$ cat src/rtl/fifo_write_arbiter.sv
// rtl/fifo_write_arbiter.sv - round-robin burst arbiter for one shared FIFO write port
module fifo_write_arbiter #(
    parameter int NREQ  = 4,
    parameter int DATA  = 8,
    parameter int BURST = 4
) (
    input  logic                 wclk,
    input  logic                 wrst,
    input  logic [NREQ-1:0]      req,
    input  logic [NREQ*DATA-1:0] req_data,
    input  logic                 full,
    output logic [NREQ-1:0]      gnt,
    output logic                 w_en,
    output logic [DATA-1:0]      wdata,
    output logic [1:0]           owner,
    output logic                 busy
);
    typedef enum logic {
        IDLE = 1'b0,
        HOLD = 1'b1
    } state_t;

    localparam logic [3:0] LAST_BEAT = 4'(BURST - 1);

    state_t     state_q, state_d;
    logic [1:0] owner_q, owner_d;
    logic [1:0] last_owner_q, last_owner_d;
    logic [3:0] count_q, count_d;
    logic [1:0] winner;
    logic       found;

    // Search starts one past the last releaser; the 2-bit sum wraps modulo NREQ.
    always_comb begin
        winner = last_owner_q;
        found  = 1'b0;
        for (int k = 1; k <= NREQ; k++) begin
            if (!found && req[last_owner_q + 2'(k)]) begin
                winner = last_owner_q + 2'(k);
                found  = 1'b1;
            end
        end
    end

    always_comb begin
        state_d      = state_q;
        owner_d      = owner_q;
        last_owner_d = last_owner_q;
        count_d      = count_q;
        w_en         = (state_q == HOLD) && req[owner_q] && !full;
        case (state_q)
            IDLE: begin
                if (found) begin
                    owner_d = winner;
                    count_d = 4'd0;
                    state_d = HOLD;
                end
            end
            HOLD: begin
                if (w_en) begin
                    count_d = count_q + 4'd1;
                end
                // A full stall keeps the tenure; only a last beat or a dropped request ends it.
                if ((w_en && count_q == LAST_BEAT) || !req[owner_q]) begin
                    state_d      = IDLE;
                    last_owner_d = owner_q;
                end
            end
            default: state_d = IDLE;
        endcase
    end

    always_ff @(posedge wclk or negedge wrst) begin
        if (!wrst) begin
            state_q      <= IDLE;
            owner_q      <= 2'd0;
            last_owner_q <= 2'(NREQ - 1);
            count_q      <= 4'd0;
        end else begin
            state_q      <= state_d;
            owner_q      <= owner_d;
            last_owner_q <= last_owner_d;
            count_q      <= count_d;
        end
    end

    assign gnt   = w_en ? (NREQ'(1) << owner_q) : '0;
    assign wdata = req_data[int'(owner_q)*DATA +: DATA];
    assign owner = owner_q;
    assign busy  = (state_q == HOLD);
endmodule

$ cat config.mk
export PLATFORM = sky130hd
export DESIGN_NAME = fifo_write_arbiter
export DESIGN_NICKNAME = d
export VERILOG_FILES = /design/src/rtl/fifo_write_arbiter.sv
export SDC_FILE = /design/constraint.sdc
export NUM_CORES = 1
export LEC_CHECK = 0
export CAP_MARGIN = 10
export CELL_PAD_IN_SITES_DETAIL_PLACEMENT = 1
export CELL_PAD_IN_SITES_GLOBAL_PLACEMENT = 2
export CORE_MARGIN = 3
export CORE_UTILIZATION = 35
export CTS_CLUSTER_SIZE = 20
export DETAILED_ROUTE_END_ITERATION = 10
export DONT_BUFFER_PORTS = 1
export PLACE_DENSITY = 0.89
export RECOVER_POWER = 100
export SLEW_MARGIN = 40
export SYNTH_ARGS = -nofsm -noshare
export SYNTH_HDL_FRONTEND = slang
export SYNTH_SLANG_ARGS = --single-unit
export TNS_END_PERCENT = 50
$ cat constraint.sdc
create_clock -name wclk -period 2.8 [get_ports wclk]
set_clock_uncertainty 0.15 [all_clocks]
set_input_delay 0.56 -clock wclk [delete_from_list [all_inputs] [get_ports wclk]]
set_output_delay 0.56 -clock wclk [all_outputs]
set_load 0.005 [all_outputs]
After elaboration in Yosys (flattened, before gate mapping) --
Index checks and enable logic that the tools add are counted.
Word-level totals: word-level logic and storage cells 59, output and inout bits 16, register bits after elaboration 9
Cells by class: reduce and logical (&&, ||, !) cells 15, magnitude comparators 5, $add $sub $neg 4, equality and inequality tests 3, muxes and demuxes 25, shift-type cells 2, bitwise operators 1
Operators by type and width (count):
- $shiftx A32 B6 Y8 | 1
- $lt A2 B3 Y1 const B | 5
- $mux W4 | 3
- $mux W1 | 11
- $bmux W1 S2 | 5
- $mux W2 | 4
- $pmux W4 S2 | 1
- $logic_and A1 B1 Y1 | 6
- $reduce_and A2 Y1 | 3
- $logic_not A1 Y1 | 5
- $add A2 B2 Y2 const B | 2
- $add A4 B1 Y4 const B | 1
- $eq A4 B2 Y1 const B | 1
- $ne A2 B2 Y1 const B | 2
- $shl A1 B2 Y4 const A | 1
- $add A2 B1 Y2 const B | 1
- $pmux W1 S2 | 1
- $logic_or A1 B1 Y1 | 1
- $not A1 Y1 | 1

Longest topological paths before layout --
depth in word-level cells 15, mapped depth 4

Least setup slack after synthesis --
No wires, ideal clock.
path type register to output, start point reg owner_q[0], in the netlist owner[0], end point out wdata[0], stages on the path, launching flop included 3, path slack 0.876 ns, path buffers 1, required time 2.090 ns, arrival time 1.214 ns, cells stage by stage dfrtp_1 -> buf_2 -> mux4_2
On the way: word-level cells in the longest chain between the ends 1
RTL lines:
- from (decl) | RTL line 26 | logic [1:0] owner_q, owner_d;
- from (signal assigned) | RTL line 80 | owner_q <= owner_d;
- $shiftx A32 B6 Y8 | RTL line 87 | assign wdata = req_data[int'(owner_q)*DATA +: DATA];
- to (decl) | RTL line 14 | output logic [DATA-1:0] wdata,
Every way passes these cells.

Final worst setup path --
start point reg owner_q[0], in the netlist owner[0], end point out w_en
On the way: word-level cells in the longest chain between the ends 4
RTL lines:
- $bmux W1 S2 | RTL line 49 | w_en = (state_q == HOLD) && req[owner_q] && !full;
- $mux W1 (implied by the code) | RTL line 49
- $logic_and A1 B1 Y1 (2 in a row) | RTL line 49
- to (decl) | RTL line 13 | output logic w_en,
Every way passes these cells. The select of a mux whose other input is x is not followed.

==> flow_summary.yaml <==
timing:
  rsz0062_at_grt: "false"
  hold_viol: 0
  finalMaxSlewViolations: 0
  finalSetupViolCount: 0
  slew_headroom_pct: 55.2
  finalSetupTns_ps: 0
  worst_pin_slew_ps: 671
  finalCritPeriodShare_pct: 86.3
  max_freq_mhz: 414
  final.min_clock_period_ps: 2420
power_and_ir_drop:
  total_power_uw: 757
  comb_power_share_pct: 46.7
  switching_share_pct: 42.2
  peakVddDrop_v: 0.000302
  p_per_area_nw_per_um2: 944
  pwr-share-clk_pct: 13.0
  seq_power_share_pct: 40.3
  leakagePower_nw: 0.311
  internal_power_uw: 438
  p_sw_uw: 319
cts:
  cts_max_level: 1
  tritoncts: "built"
  cts_made_buffers: 3
  clk_pin_slew_ps: 60
  postCtsResizedCells: 0
  clockBufferDepth: 2
  clock-sinks: 9
  post_cts_buffers: 0
  clockRootBuffer: "clkbuf_4"
  cts_hold_buf: 1
  insertion_delay_ps: 250
routing:
  ant_nets: 0
  route.detailed.drc: 0
  vias: 603
  drtIter0Drc: 6
  vias_per_cell: 6.28
  drt-wirelength-per-cell_microns: 22.5
  drt-pass1-iter-count: 4
  wl_microns: 2160
worst_setup_path:
  critPathLaunchType: "flop"
  path_max_fanout: 15
  path_delay_family: "flip-flops"
  path_buf_inv: 0
  cp_data_required_time_ps: 2090
  r2r-end: "last_owner_q[0]"
  rrSetupSlack_ps: 550
  end_kind: "output port"
  slowest_stage: "dfrtp_1"
  arrival_ps: 1710
  r2r-start: "owner[1]"
  crit_chain: "or3b_1 > o22ai_4"
  reg2regPathDepth: 4
  worst-setup-path-type: "flop to output port"
  max_stage_delay_ps: 620
synth:
  synthMostInstantiatedCell: "mux4_2"
  synth_nets: 105
  yosysWarnings: 0
  synthCells: 65
  synth_flop_cell: "dfrtp_1"
  synth_area_sq_um: 741
  synth_top_cells_by_count: "mux4_2 (8), dfrtp_1 (7), mux2i_1 (6)"
  synthTopCellsByArea: "mux4_2 (24%), dfrtp_1 (24%), mux2i_1 (8.1%)"
  synth_top_area_cell: "mux4_2"
  synth.top_cell.area_share_pct: 24.3
  synth_edf_count: 0
  avgSynthCellArea_sq_um: 11.4
  ys_seq_area_share_pct: 30.7
  async_flop_share_pct: 100
  ys_types: 31
  synth_seq_cells: 9
global_routing:
  grt.busiest_layer: "met2"
  grt_pass1_vias: 678
  grt_max_degree: 16
  grt_use_met1_pct: 15.7
  grt_first_pass_wirelength_microns: 3300
  overflow: 0
  grt_use_total_pct: 16.8
  met2_usage_pct: 32.4
  met3_usage_pct: 7.16
  antenna_found_initial: 0
min_path:
  whs_path_depth: 2
  hp-class: "primary input to flop"
  hold_end: "owner[0]"
  min_from: "req[1]"
placed_design:
  placed_cells: 91
  io_buffers: 0
  dp_hpwl_microns: 1880
  place.gp.congestion: 0.794
final_layout:
  drive_gt1_share_pct: 21.7
  final-instance-count-excl-fill: 96
  diodes: 0
  nets: 110
  areaGrowthSynthToFinish_pct: 8.28
die:
  dieArea_sq_um: 2700
  die_h_microns: 52.0
  initial_utilization_pct: 37.4
  core_region_area_sq_um: 1980
  num_rows: 16
  die_w_microns: 52.0
  pin_count: 55
run_status:
  status: "complete, no violations"
run:
  max_cap_violations: 0
-- sequential cells by signal, indices dropped and copies added, names as in the netlist --
| name | flops |
|---|---|
| owner | 2 |
| count_q | 4 |
| last_owner_q | 2 |
| busy | 1 |
-- layout by cell type, fill, tap and decap left out, drive strengths merged --
cell type / n
ha: 1
or3b: 1
nor4: 2
dfrtp: 7
o21ai: 5
nand4: 1
dfstp: 2
a21boi: 1
a21oi: 1
nand3b: 1
inv: 4
a22oi: 1
o32ai: 1
nand2: 3
nor2: 3
o22ai: 1
nand3: 1
clkbuf: 4
mux2i: 6
mux4: 8
o22a: 1
buf: 1
mux2: 1
nor3b: 2
a211oi: 2
xnor2: 1
nor3: 4
dlygate4sd3: 1
a31oi: 1
and3: 1
-- routing by layer --
metal,vias up,wire length [microns]
met2,39,1130
met4,0,0
met5,-,0
met1,295,710
li1,269,-
met3,0,320
-- metrics by stage --
stage                     utilization (%)  cell area (sq um)  worst slack [ps]  hold slack [ps]
after global routing                 40.5                802               284              332
after floorplan                         -                741               876              114
final                                40.5                802               384              319
after global placement               39.0                773               690              115
after detailed placement             39.0                773               675              115
after CTS                            40.8                810               391              314
-- worst max-delay path by stage --
stage	to	cells past startpoint	startpoint
CTS	w_en	2	owner[0]
detailed placement	w_en	2	owner[0]
global placement	w_en	2	owner[0]
finish	w_en	2	owner[0]
global route	w_en	2	owner[0]
floorplan	wdata[0]	2	owner[0]
-- logic make-up (layout without fill, tap and decap cells) --
family / after synthesis / after routing / share of synthesized area (%)
AO/OA/AOI/OAI: 14 / 14 / 14.7
multiplexers: 15 / 15 / 34.0
AND/OR/NAND/NOR: 19 / 19 / 14.5
buffers and inverters: 6 / 10 / 3.21
XOR/XNOR: 1 / 1 / 1.18
adder cells (fa/ha/maj): 1 / 1 / 1.69
flip-flops: 9 / 9 / 30.7
-- power groups by stage --
stage / registers, mW / clock network, mW / logic (mW)
2_1_floorplan: 0.241 / 0 / 0.362
3_3_place_gp: 0.309 / 0 / 0.353
3_5_place_dp: 0.314 / 0 / 0.365
4_1_cts: 0.310 / 0.103 / 0.371
5_1_grt: 0.324 / 0.113 / 0.391
6_report: 0.305 / 0.0983 / 0.353
-- cell type report --
type / instances / area [sq um]
tap: 27 / 33.8
fill: 217 / 1180
inverter: 4 / 15.0
sequential: 9 / 228
timing repair buffer: 2 / 17.5
clock buffer: 4 / 26.3
multi-input combinational: 50 / 482
Power figures use the tool's default switching activity.
